<file path="src/rtl/caxi4interconnect_fifo_pkg.sv">
// Shared sizing helpers and configuration limits for the crossbar flip-flop FIFOs.
package caxi4interconnect_fifo_pkg;

  localparam int unsigned FIFO_AWIDTH_MIN = 1;
  localparam int unsigned FIFO_AWIDTH_MAX = 9;

  function automatic int unsigned clog2(input int unsigned value);
    int unsigned r;
    r = 0;
    while ((64'd1 << r) < 64'(value)) r = r + 1;
    return r;
  endfunction

  function automatic int unsigned ram_depth(input int unsigned awidth);
    return 32'd1 << awidth;
  endfunction

  // The HI_FREQ output register holds one entry on top of the RAM.
  function automatic int unsigned fifo_capacity(input int unsigned awidth,
                                                input int unsigned hi_freq);
    return ram_depth(awidth) + ((hi_freq != 0) ? 32'd1 : 32'd0);
  endfunction

  function automatic bit depth_ok(input int unsigned awidth);
    return (awidth >= FIFO_AWIDTH_MIN) && (awidth <= FIFO_AWIDTH_MAX);
  endfunction

endpackage

</file>
<file path="src/rtl/caxi4interconnect_ff_ram_2p.sv">
// Two-port register-file storage: synchronous write, asynchronous or registered read.
module caxi4interconnect_ff_ram_2p
  import caxi4interconnect_fifo_pkg::*;
#(
  parameter int unsigned AWIDTH = 4,
  parameter int unsigned WIDTH  = 8,
  parameter int unsigned REG_RD = 1
) (
  input  logic              clk_i,
  input  logic              we_i,
  input  logic [AWIDTH-1:0] waddr_i,
  input  logic [WIDTH-1:0]  wdata_i,
  input  logic              re_i,
  input  logic [AWIDTH-1:0] raddr_i,
  output logic [WIDTH-1:0]  rdata_o
);

  (* syn_ramstyle = "registers" *) logic [WIDTH-1:0] mem_q [ram_depth(AWIDTH)];

  always_ff @(posedge clk_i) begin
    if (we_i) mem_q[waddr_i] <= wdata_i;
  end

  if (REG_RD != 0) begin : g_reg_rd
    logic [WIDTH-1:0] rdata_q;

    // Holds the last issued word while re_i is low; same-address write returns old data.
    always_ff @(posedge clk_i) begin
      if (re_i) rdata_q <= mem_q[raddr_i];
    end

    assign rdata_o = rdata_q;
  end else begin : g_async_rd
    logic unused_re;

    assign unused_re = re_i;
    assign rdata_o   = mem_q[raddr_i];
  end

endmodule

</file>
<file path="src/rtl/caxi4interconnect_ff_sync_fifo.sv">
// Synchronous FWFT FIFO with valid/ready ports, occupancy count, level flags and flush.
module caxi4interconnect_ff_sync_fifo
  import caxi4interconnect_fifo_pkg::*;
#(
  parameter int unsigned FIFO_AWIDTH  = 4,
  parameter int unsigned FIFO_WIDTH   = 8,
  parameter int unsigned HI_FREQ      = 1,
  parameter int unsigned AFULL_LEVEL  = (2 ** FIFO_AWIDTH) - 1,
  parameter int unsigned AEMPTY_LEVEL = 1
) (
  input  logic                  HCLK,
  input  logic                  HRESETn,
  input  logic                  flush,
  input  logic                  wr_valid,
  output logic                  wr_ready,
  input  logic [FIFO_WIDTH-1:0] wr_data,
  output logic                  rd_valid,
  input  logic                  rd_ready,
  output logic [FIFO_WIDTH-1:0] rd_data,
  output logic [FIFO_AWIDTH:0]  fifo_count,
  output logic                  fifo_afull,
  output logic                  fifo_aempty
);

  localparam int unsigned CW  = FIFO_AWIDTH + 1;
  localparam int unsigned CAP = fifo_capacity(FIFO_AWIDTH, HI_FREQ);
  localparam bit          HF  = (HI_FREQ != 0);

  localparam logic [CW-1:0] CAP_C    = CW'(CAP);
  localparam logic [CW-1:0] AFULL_C  = CW'(AFULL_LEVEL);
  localparam logic [CW-1:0] AEMPTY_C = CW'(AEMPTY_LEVEL);

  if (!depth_ok(FIFO_AWIDTH) || (AFULL_LEVEL > CAP) || (clog2(CAP + 1) > CW)) begin : g_bad_cfg
    $error("caxi4interconnect_ff_sync_fifo: illegal FIFO_AWIDTH or AFULL_LEVEL");
  end

  logic [FIFO_AWIDTH-1:0] wr_ptr_q, wr_ptr_d;
  logic [FIFO_AWIDTH-1:0] rd_ptr_q, rd_ptr_d;
  logic [CW-1:0]          count_q, count_d;
  logic [CW-1:0]          ram_cnt_q, ram_cnt_d;
  logic                   pend_q, pend_d;
  logic                   rd_valid_q, rd_valid_d;
  logic [FIFO_WIDTH-1:0]  out_data_q, out_data_d;
  logic                   wr_ready_q, wr_ready_d;
  logic                   afull_q, afull_d;
  logic                   aempty_q, aempty_d;

  logic                  push, pop, out_load, issue, rd_adv;
  logic [FIFO_WIDTH-1:0] ram_rdata;

  // HI_FREQ: ram_cnt counts words not yet issued; pend marks a word held in the RAM read register.
  always_comb begin
    push     = wr_valid && wr_ready_q;
    pop      = rd_valid_q && rd_ready;
    out_load = HF && pend_q && (!rd_valid_q || pop);
    issue    = HF && (ram_cnt_q != '0) && (!pend_q || out_load);
    rd_adv   = HF ? issue : pop;

    wr_ptr_d   = wr_ptr_q;
    rd_ptr_d   = rd_ptr_q;
    count_d    = count_q;
    ram_cnt_d  = ram_cnt_q;
    pend_d     = issue || (pend_q && !out_load);
    out_data_d = out_load ? ram_rdata : out_data_q;

    if (push)   wr_ptr_d = wr_ptr_q + FIFO_AWIDTH'(1);
    if (rd_adv) rd_ptr_d = rd_ptr_q + FIFO_AWIDTH'(1);

    case ({push, pop})
      2'b10:   count_d = count_q + CW'(1);
      2'b01:   count_d = count_q - CW'(1);
      default: count_d = count_q;
    endcase

    case ({push, rd_adv})
      2'b10:   ram_cnt_d = ram_cnt_q + CW'(1);
      2'b01:   ram_cnt_d = ram_cnt_q - CW'(1);
      default: ram_cnt_d = ram_cnt_q;
    endcase

    if (flush) begin
      wr_ptr_d   = '0;
      rd_ptr_d   = '0;
      count_d    = '0;
      ram_cnt_d  = '0;
      pend_d     = 1'b0;
      out_data_d = '0;
    end

    rd_valid_d = HF ? (out_load || (rd_valid_q && !pop)) : (count_d != '0);
    if (flush) rd_valid_d = 1'b0;

    wr_ready_d = (count_d != CAP_C);
    afull_d    = (count_d >= AFULL_C);
    aempty_d   = (count_d <= AEMPTY_C);
  end

  always_ff @(posedge HCLK or negedge HRESETn) begin
    if (!HRESETn) begin
      wr_ptr_q   <= '0;
      rd_ptr_q   <= '0;
      count_q    <= '0;
      ram_cnt_q  <= '0;
      pend_q     <= 1'b0;
      rd_valid_q <= 1'b0;
      out_data_q <= '0;
      wr_ready_q <= 1'b1;
      afull_q    <= 1'b0;
      aempty_q   <= 1'b1;
    end else begin
      wr_ptr_q   <= wr_ptr_d;
      rd_ptr_q   <= rd_ptr_d;
      count_q    <= count_d;
      ram_cnt_q  <= ram_cnt_d;
      pend_q     <= pend_d;
      rd_valid_q <= rd_valid_d;
      out_data_q <= out_data_d;
      wr_ready_q <= wr_ready_d;
      afull_q    <= afull_d;
      aempty_q   <= aempty_d;
    end
  end

  caxi4interconnect_ff_ram_2p #(
    .AWIDTH (FIFO_AWIDTH),
    .WIDTH  (FIFO_WIDTH),
    .REG_RD (HI_FREQ)
  ) u_ram (
    .clk_i   (HCLK),
    .we_i    (push && !flush),
    .waddr_i (wr_ptr_q),
    .wdata_i (wr_data),
    .re_i    (issue && !flush),
    .raddr_i (rd_ptr_q),
    .rdata_o (ram_rdata)
  );

  assign wr_ready    = wr_ready_q;
  assign rd_valid    = rd_valid_q;
  assign rd_data     = HF ? out_data_q : ram_rdata;
  assign fifo_count  = count_q;
  assign fifo_afull  = afull_q;
  assign fifo_aempty = aempty_q;

endmodule

</file>
<file path="config.mk">
export PLATFORM = sky130hd
export DESIGN_NAME = caxi4interconnect_ff_sync_fifo
export DESIGN_NICKNAME = d
export VERILOG_FILES = /design/src/rtl/caxi4interconnect_fifo_pkg.sv /design/src/rtl/caxi4interconnect_ff_ram_2p.sv /design/src/rtl/caxi4interconnect_ff_sync_fifo.sv
export SDC_FILE = /design/constraint.sdc
export NUM_CORES = 1
export LEC_CHECK = 0
export ABC_AREA = 1
export CORE_UTILIZATION = 54
export DETAILED_ROUTE_END_ITERATION = 7
export PLACE_DENSITY = 0.86
export SETUP_SLACK_MARGIN = 0.5
export SYNTH_ARGS = -nofsm -noshare
export SYNTH_HDL_FRONTEND = slang
export SYNTH_SLANG_ARGS = --single-unit
export TNS_END_PERCENT = 20
</file>
<file path="constraint.sdc">
create_clock -name HCLK -period 1.9 [get_ports HCLK]
set_input_delay 0.475 -clock HCLK [delete_from_list [all_inputs] [get_ports HCLK]]
set_output_delay 0.475 -clock HCLK [all_outputs]
set_load 0.03 [all_outputs]
</file>
Word-level counts from Yosys, hierarchy flattened

Memory sizes are Yosys's and may differ from the RTL's. A register that Yosys moved wholly into a read port is not among the register bits.
Cells that the tools add are included.

Eq/ne operators: 5
Mux-type cells: 14
$add $sub $neg: 6
$lt $le $gt $ge: 2
Reduce and logical (&&, ||, !) cells: 22

Operator list:

| operator                                                           | number |
|---|---|
| one-hot mux 5 bit (2 select lines)                                 | 2 |
| 2-to-1 mux 4 bit                                                   | 4 |
| 2-to-1 mux 8 bit                                                   | 2 |
| adder 5 x 1 -> 5 bit (second input constant)                       | 2 |
| 2-to-1 mux 5 bit                                                   | 2 |
| subtractor 5 x 1 -> 5 bit (second input constant)                  | 2 |
| adder 4 x 1 -> 4 bit (second input constant)                       | 2 |
| logical AND 1 bit                                                  | 8 |
| nonzero test 2 bit                                                 | 3 |
| greater-or-equal comparator 5 x 4 -> 1 bit (second input constant) | 1 |
| <= comparator 5 x 1 -> 1 bit (second input constant)               | 1 |
| logical NOT 1 bit                                                  | 5 |
| != test 5 bit (second input constant)                              | 1 |
| nonzero test 5 bit                                                 | 1 |
| equality test 2 x 1 -> 1 bit (second input constant)               | 2 |
| equality test 2 bit (second input constant)                        | 2 |
| logical OR 1 bit                                                   | 4 |
| 2-to-1 mux 1 bit                                                   | 4 |
| nonzero test 3 bit                                                 | 1 |

Memory bits (writable): 128
Input port bits: 13
Word-level logic and storage cells: 60
Memories kept: 1
Bits in registers: 31
Output and inout bits: 17

Memory list:

| name        | words | width | read ports | clocked after memory_dff | wr ports | line                              | text |
|---|---|---|---|---|---|---|---|
| u_ram.mem_q | 16    | 8     | 1          | 1                        | 1        | caxi4interconnect_ff_ram_2p.sv:18 | `(* syn_ramstyle = "registers" *) logic [WIDTH-1:0] mem_q [ram_depth(AWIDTH)];` |

Logic depth before layout (Yosys ltp)

Gate-level depths: netlist (run 1).

Depth after elaboration: 8
Mapped depth: 18
Depth with buffers taken out: 17

Cells and area by module

From an unflattened synthesis (run 1), not the netlist that was laid out.

Cell total of the unflattened synthesis: 770
Area, all modules: 7,602.3 sq um

Modules (own cells, without submodules):

| module                         | instances | sequential area each (sq um) | area each (sq um) | cells an instance |
|---|---|---|---|---|
| caxi4interconnect_ff_ram_2p    | 1         | 4,083.9                      | 5,846.9           | 551 |
| caxi4interconnect_ff_sync_fifo | 1         | 778.2                        | 1,755.4           | 219 |

Worst setup path after synthesis (run 1)

Ideal clock, no wire load.

Path kind: reg-to-reg
From: register wr_ready_q (netlist: wr_ready)
To: register afull_q (netlist: fifo_afull)
Period minus slack after synthesis: 2.147 ns
Path buffers: 1
Stages on the path, launching flop included: 13
Path slack: -0.247 ns
Data arrival time: 2.082 ns
Path through: dfstp_2 > nand2_1 > ha_1 > buf_6 > nor2_1 > nor2_2 > ha_1 > nor2_1 > nor3_1 > nand2_1 > nor2_1 > nand3_1 > nand2_1

Word-level cells in the longest chain between the ends: 5

Ends and longest elaborated chain:

| what                                                                | line                                  | text |
|---|---|---|
| start: declaration                                                  | caxi4interconnect_ff_sync_fifo.sv:44  | `logic wr_ready_q, wr_ready_d;` |
| start signal: assignment                                            | caxi4interconnect_ff_sync_fifo.sv:118 | `wr_ready_q <= wr_ready_d;` |
| logical AND 1 bit *                                                 | caxi4interconnect_ff_sync_fifo.sv:53  | `push = wr_valid && wr_ready_q;` |
| equality test 2 x 1 -> 1 bit or equality test 2 bit (tied branches) | caxi4interconnect_ff_sync_fifo.sv:69  | `case ({push, pop})` |
| one-hot mux 5 bit (2 select lines) *                                | caxi4interconnect_ff_sync_fifo.sv:69  |  |
| 2-to-1 mux 5 bit *                                                  | caxi4interconnect_ff_sync_fifo.sv:81  | `if (flush) begin` |
| named net count_d[1]                                                | caxi4interconnect_ff_sync_fifo.sv:39  | `logic [CW-1:0] count_q, count_d;` |
| greater-or-equal comparator 5 x 4 -> 1 bit *                        | caxi4interconnect_ff_sync_fifo.sv:94  | `afull_d = (count_d >= AFULL_C);` |
| named net afull_d                                                   | caxi4interconnect_ff_sync_fifo.sv:45  | `logic afull_q, afull_d;` |
| end signal: assignment                                              | caxi4interconnect_ff_sync_fifo.sv:119 | `afull_q <= afull_d;` |
| end: declaration                                                    | caxi4interconnect_ff_sync_fifo.sv:45  |  |

Mark *: on every way through the listed nets, which the timed path passes. The rest lies on a longest branch.
A chain may end at the register's enable or synchronous reset.

Worst setup path in the final report (run 1)

From: register wr_ready_q (netlist: wr_ready)
To: register afull_q (netlist: fifo_afull)

Word-level cells in the longest chain between the ends: 5

Ends and longest elaborated chain:

| what                                                                | line |
|---|---|
| logical AND 1 bit *                                                 | caxi4interconnect_ff_sync_fifo.sv:53 |
| equality test 2 x 1 -> 1 bit or equality test 2 bit (tied branches) | caxi4interconnect_ff_sync_fifo.sv:69 |
| one-hot mux 5 bit (2 select lines) *                                | caxi4interconnect_ff_sync_fifo.sv:69 |
| 2-to-1 mux 5 bit *                                                  | caxi4interconnect_ff_sync_fifo.sv:81 |
| greater-or-equal comparator 5 x 4 -> 1 bit *                        | caxi4interconnect_ff_sync_fifo.sv:94 |
| named net afull_d                                                   | caxi4interconnect_ff_sync_fifo.sv:45 |

Marks and branches as above.

==> impl_results.md, run 1 <==
- Antenna diodes: 0
- DR DRC count: 0
- Peak VDD IR: 700 µV
- Synth Instances: 639
- CP dominant cell by count: nand2_4
- CP Cell Sequence: nand2_4 > ha_4 > buf_6 > nor2_4 > nor2_4 > ha_4 > inv_2 > nand2_4 > nand2_1 > nand2_2 > nand2_2 > nand2_4 > nor2_2 > nand3_1 > nand2_1
- GP Congestion: 0.876
- Core area: 12800 µm²
- Failing checks: setup timing
- Via Count: 6080
- Register area share after synthesis: 67.7%
- P&R area growth vs syn: 37.9%
- Synth top area share: 56.9%
- Multiplexer area fraction after synthesis: 0%
- WS Path Type: flip-flop to flip-flop
- Synth Register Bits: 167
- Final Worst Setup Slack: -0.205 ns
- PwrDens: 1390 nW/µm²
- R2r setup slk: -0.21 ns
- GRT overflow: 0
- Synth unique cells: 32
- Simple-gate share of the synthesized area: 14.4%
- Routed wire length per instance: 25.5 µm
- XOR/XNOR Fraction of Synth Area: 0.610%
- Asr flop ratio synth: 18.6%
- Synth Area in Compound Gates: 9.18%
- Vias in the first global route: 6087
- Final instance area: 9900 µm²
- Post-synth top cells: 136 x edfxtp_1, 108 x nand2_1, 83 x nor2_1
- H-tree depth: 4
- Arr. time, crit path: 2.48 ns
- Synthesized area per cell: 11.2 µm²
- Synth area leader: edfxtp_1
- Ports: 30
- Clk_skew: 0.0136 ns
- Max Fanout on Critical Path: 4
- Ys Warns: 0
- Worst setup SP type: flip-flop
- TritonCTS clock tree: yes
- CTS clk-pin slew, worst paths: 0.07 ns
- Sink Count: 167
- Count leader, synth: edfxtp_1
- Worst Hold Class: input port to async pin
- CTS Buffer Depth: 2
- Worst skew pair latency: 0.44 ns
- Total wire length: 24.2 mm
- Synth area leaders: edfxtp_1 57%, dfrtp_1 10%, nand2_1 5.6%
- Fmax achieved: 475 MHz
- Period minus WS final: 2.11 ns
- Post-route total power: 13700 µW
- Num CTS Buffers: 17
- Post-Syn Area: 7180 µm²
- Slowest stage cell, crit path: dfstp_2
- Clk root buf: clkbuf_16
- FP Rows: 41
- Die area: 13800 µm²
- First-pass GRT wire length: 35.6 mm
- Number of flops mapped to enable cells by yosys: 136
- Met3 WL post-DR: 2.98 mm
- Port bufs: 29
- Worst-Margin Slew: 0.683 ns
- Fin nets: 786
- Fin crit share: 111%
- Max incr delay on CP: 0.56 ns
- Final Non-Filler Cells: 946
- Final ANT Viol Nets: 0
- Hold Slack: 0.444 ns
- Post-DP HPWL: 10.5 mm
- Initial antenna violation count: 0
- Initial Util: 56.2%
- Fin. Hold Viols: 0
- Setup Viol. Count Final: 8
- Largest net degree at the start of global routing: 32
- # Max-Cap Violations: 0
- Unrepaired setup endpoints after global routing: true
- Status: finished, violations left
- Synthesized Nets: 664
- Leak pwr: 0.00390 µW
- Die width: 117 µm
- Top Layer Used: met5
- Layout cells sized above 1: 34.4%
- Post-CTS Hold Buffers: 0
- Worst Setup End Kind: flip-flop
- Synth Area in Adders: 2.20%
- Placed cell count: 874
- DR WL met2: 11.6 mm
- Die H: 117 µm
- Vias per cell: 6.43
- Max Slew Vio Count: 0
- DR pass1 iterations: 6
- Global Route Usage Sum: 35.4%
- Crit path required time: 2.27 ns
- Cell Area, Placed: 8160 µm²
- Top_reg_cell synth: edfxtp_1
- Main combinational cell family by area after synthesis: simple AND/OR/NAND/NOR gates
- Slew HR: 54.3%
- Drt first-iter violations: 1010
- Wl on met1: 7.97 mm
## cell type report
type                    instances  area [µm²]
flip-flops and latches        167        4870
clock buffers                  17         425
clock inverters                15         238
multi-input cells             375        2490
well taps                     172         215
inverters                      72         308
repair inverters                3        36.3
repair buffers                125        1320
fillers                       596        2870
## layer usage
metal,GRT usage (%),up-vias
met5,0,-
met4,22.2,2
met3,9.24,155
met2,57.0,593
met1,42.6,2878
li1,-,2452
## where the power goes
part	internal (µW)	leakage, µW	switching [µW]	total (µW)
clock network	2370	0.000328	1550	3920
registers	4360	0.00162	315	4670
logic	2100	0.00195	3020	5130
## path summary, 6_finish.rpt
check | endpoint | startpoint | cells past startpoint
hold reg to reg | rd_data[1] | rd_data[1] | 2
setup reg to reg | fifo_afull | wr_ready | 15
max in group asynchronous | wr_ready | HRESETn | 2
setup / recovery | fifo_afull | wr_ready | 15
min in group HCLK | rd_data[1] | rd_data[1] | 2
hold / removal | rd_data[2] | HRESETn | 2
## logic make-up after synthesis
kind of cell | count (synthesis)
buffers and inverters | 97
and+or+nand+nor | 249
DFF | 167
AOI/OAI and AO/OA | 109
xor gates and xnor gates | 5
adders and majority gates | 12
## critical path: cells and delay by family, from the launching register on
family / cells / cell delay [ns]
adder cells (fa/ha/maj): 2 / 0.35
buffers and inverters: 2 / 0.18
flip-flops: 1 / 0.56
AND/OR/NAND/NOR: 11 / 0.93
## repair_timing
| action | CTS | global route |
|---|---|---|
| pin swaps | 65 | 29 |
| endpoints found under the setup margin | 188 | 190 |
| buffers inserted | 23 | 10 |
| gates resized for setup | 263 | 34 |
| cloned | 7 | 0 |
## stage by stage
stage          setup slack, ns  utilization (%)  TNS (ns)
2_1_floorplan          -0.0766                -     -2.41
3_3_place_gp            -0.484             63.9    -39.10
3_5_place_dp            -0.564             63.9    -41.82
4_1_cts                -0.0130             76.0   -0.0192
5_1_grt                 -0.221             77.5     -1.41
6_report                -0.205             77.5     -1.05
## state kept, by name, summed over array words and instances, names as in the netlist
name and count:
pend_q 1, rd_data 8, rd_valid 1, ram_cnt_q 5, u_ram.rdata_o 8, rd_ptr_q 4
u_ram.mem_q 128, fifo_count 5, fifo_aempty 1, wr_ptr_q 4, fifo_afull 1, wr_ready 1
## cell usage in the layout, fill, tap and decap left out, drive strengths merged, types with 3 or more instances in the layout
cell type / n
clkdlybuf4s50: 10
ha: 11
dfrtp: 29
nand3: 31
buf: 113
bufinv: 5
o211ai: 22
nor3: 14
inv: 81
clkinv: 3
o2111ai: 14
a21oi: 12
o21ai: 57
nand2: 114
edfxtp: 136
clkbuf: 17
xor2: 3
nor2: 88
No activity file was read; power rests on OpenSTA's default activity.
==> run 2, diff against run 1 <==
Settings changed: CORE_UTILIZATION 54 to 60, CTS_CLUSTER_DIAMETER from default to 60, PLACE_DENSITY 0.86 to 0.9.
Clock period 1.9 ns to 2.4 ns, I/O delays scaled along.
==> run 2 against run 1 <==
Compared with the run above: the run ends with DRC left; flip-flop and latch count did not move; clock power down 32%; via count is 10% lower; register-to-register slack improved by 0.60 ns; critical path type unchanged; largest cell class unchanged; largest power group is now registers.
==> impl_results.md, run 2 (synthesis gave the netlist of run 1 again) <==
- Vias per cell: 6.24 (-2.8%)
- Clk root buf: clkbuf_16
- GP Congestion: 0.914 (+4.3%)
- Arr. time, crit path: 2.38 ns (-0.10 ns)
- CTS clk-pin slew, worst paths: 0.07 ns (about the same)
- Sink Count: 167 (unchanged)
- Worst r2r path cells: 15 (unchanged)
- P&R area growth vs syn: 20.7%
- Die area: 12400 µm² (-9.8%)
- Reg-to-reg critical path endpoint: fifo_afull
- Worst-Margin Slew: 0.743 ns (+0.0594 ns)
- Largest net degree at the start of global routing: 44 (+38%)
- Biggest register: u_ram.mem_q
- R2r setup slk: 0.39 ns (+0.60 ns)
- Leak pwr: 0.00342 µW (-12%)
- Fin. Hold Viols: 0 (unchanged)
- Final ANT Viol Nets: 0 (unchanged)
- First-pass GRT wire length: 26.9 mm (-24%)
- Core area: 11600 µm² (-9.5%)
- Slew HR: 50.3% (-4.0 points)
- Cell Area, Placed: 7800 µm² (-4.4%)
- Routed wire length per instance: 20.9 µm (-18%)
- GRT overflow: 0 (unchanged)
- Failing checks: DRC
- Fmax achieved: 498 MHz (+4.9%)
- Via Count: 5445 (-10%)
- WS Path Type: flip-flop to flip-flop
- Antenna diodes: 0 (unchanged)
- DR DRC count: 10 (+10)
- Crit path required time: 2.77 ns (+0.50 ns)
- Peak VDD IR: 688 µV (-1.8%)
- Num CTS Buffers: 17 (unchanged)
- Die width: 111 µm (-5.0%)
- Setup TNS: 0 ns (+1.05 ns)
- Global Route Usage Sum: 29.3% (-6.1 points)
- Drt first-iter violations: 804 (-20%)
- Final instance area: 8670 µm² (-12%)
- Fin crit share: 83.6% (-27 points)
- FP Rows: 39 (-4.9%)
- H-tree depth: 4 (unchanged)
- Vias in the first global route: 5331 (-12%)
- Status: finished, violations left
- Period minus WS final: 2.01 ns (-0.0985 ns)
- Origin of the critical flop-to-flop path: wr_ready
- Final Worst Setup Slack: 0.393 ns (+0.599 ns)
- Initial Util: 62.1% (+5.9 points)
- DP Worst Slack: -0.207 ns (+0.357 ns)
- Leading cell type in the layout, fill and taps excluded: edfxtp_1
- Hold Slack: 0.520 ns (+0.0760 ns)
- Die H: 111 µm (-5.0%)
- Worst Setup End Kind: flip-flop
- Max reg flops: 128 (unchanged)
- Max Slew Vio Count: 0 (unchanged)
- Post-DP HPWL: 10.8 mm (+3.1%)
- FILL cells: 631 (+5.9%)
- PwrDens: 1040 nW/µm² (-25%)
- Layout cells sized above 1: 19.1% (-15 points)
- TritonCTS clock tree: yes
- Unrepaired setup endpoints after global routing: true
- Worst setup SP type: flip-flop
- # Max-Cap Violations: 0 (unchanged)
- Fin nets: 741 (-5.7%)
- Initial antenna violation count: 0 (unchanged)
- Worst skew pair latency: 0.44 ns (about the same)
- Total wire length: 18.3 mm (-24%)
- DR pass1 iterations: 8 (+2)
- Clk_skew: 0.00941 ns (-0.00415 ns)
- Most frequent cells in the layout: 136 x edfxtp_1, 102 x nand2_1, 80 x nor2_1
- Ports: 30 (unchanged)
- Worst Hold Class: input port to async pin
- Port bufs: 29 (unchanged)
- Max Fanout on Critical Path: 4 (unchanged)
- Setup Viol. Count Final: 0 (-8)
- CTS Buffer Depth: 2 (unchanged)
run 2: critical path, stage by stage, from the launching register on:
cell	delay, ns
dfstp_2	0.56
nand2_4	0.08
ha_4	0.19
nand2_4	0.07
inv_4	0.04
nor2_4	0.14
ha_4	0.15
inv_2	0.04
nand2_4	0.07
nand3_4	0.08
nand2_1	0.07
nand2_1	0.07
nand3_2	0.09
nand2_2	0.08
buf_4	0.15
nand2_1	0.05
run 2: through the flow:
stage / instances / utilization (%) / power [µW]
2_1_floorplan: 639 / - / 5160
3_3_place_gp: 824 / 67.5 / 5810
3_5_place_dp: 824 / 67.5 / 5970
4_1_cts: 862 / 73.4 / 8710
5_1_grt: 872 / 74.9 / 9330
6_report: 872 / 74.9 / 9000
run 2: worst max-delay path by stage:
stage / from / to / slack (ns)
finish: wr_ready / fifo_afull / 0.39
floorplan: wr_ready / u_ram.mem_q[13][0] / 0.37
global route: wr_ready / fifo_aempty / 0.31
CTS: rd_data[0] / rd_data[0] / 0.36
detailed placement: rd_ready / wr_ready / -0.21
global placement: rd_ready / fifo_afull / -0.11
run 2: what timing repair did:
item / CTS / global route
setup buffers: 6 / 10
hold buffers: 0 / 0
pin swaps: 8 / 11
hold endpoints to repair: 0 / 0
cloned: 0 / 0
gates resized for setup: 44 / 29
setup endpoints to repair: 116 / 75
run 2: layer usage:
metal	global-route usage (%)	wire length, µm	vias to the layer above
li1	-	-	2355
met1	36.6	6370	2627
met2	48.0	9160	384
met3	8.38	2020	79
met4	13.1	711	0
met5	0	0	-
run 2: final cells by class:
type	instances	area, µm²	area share (%)
clock buffer	18	429	4.95
sequential	167	4870	56.2
multi-input combinational	375	2070	23.8
inverter	72	280	3.23
clock inverter	14	149	1.72
timing repair buffer	83	697	8.04
tap	143	179	2.06
run 2: power by group:
part / internal, µW / switching, µW
logic: 935 / 1740
registers: 3450 / 221
clock network: 1540 / 1120
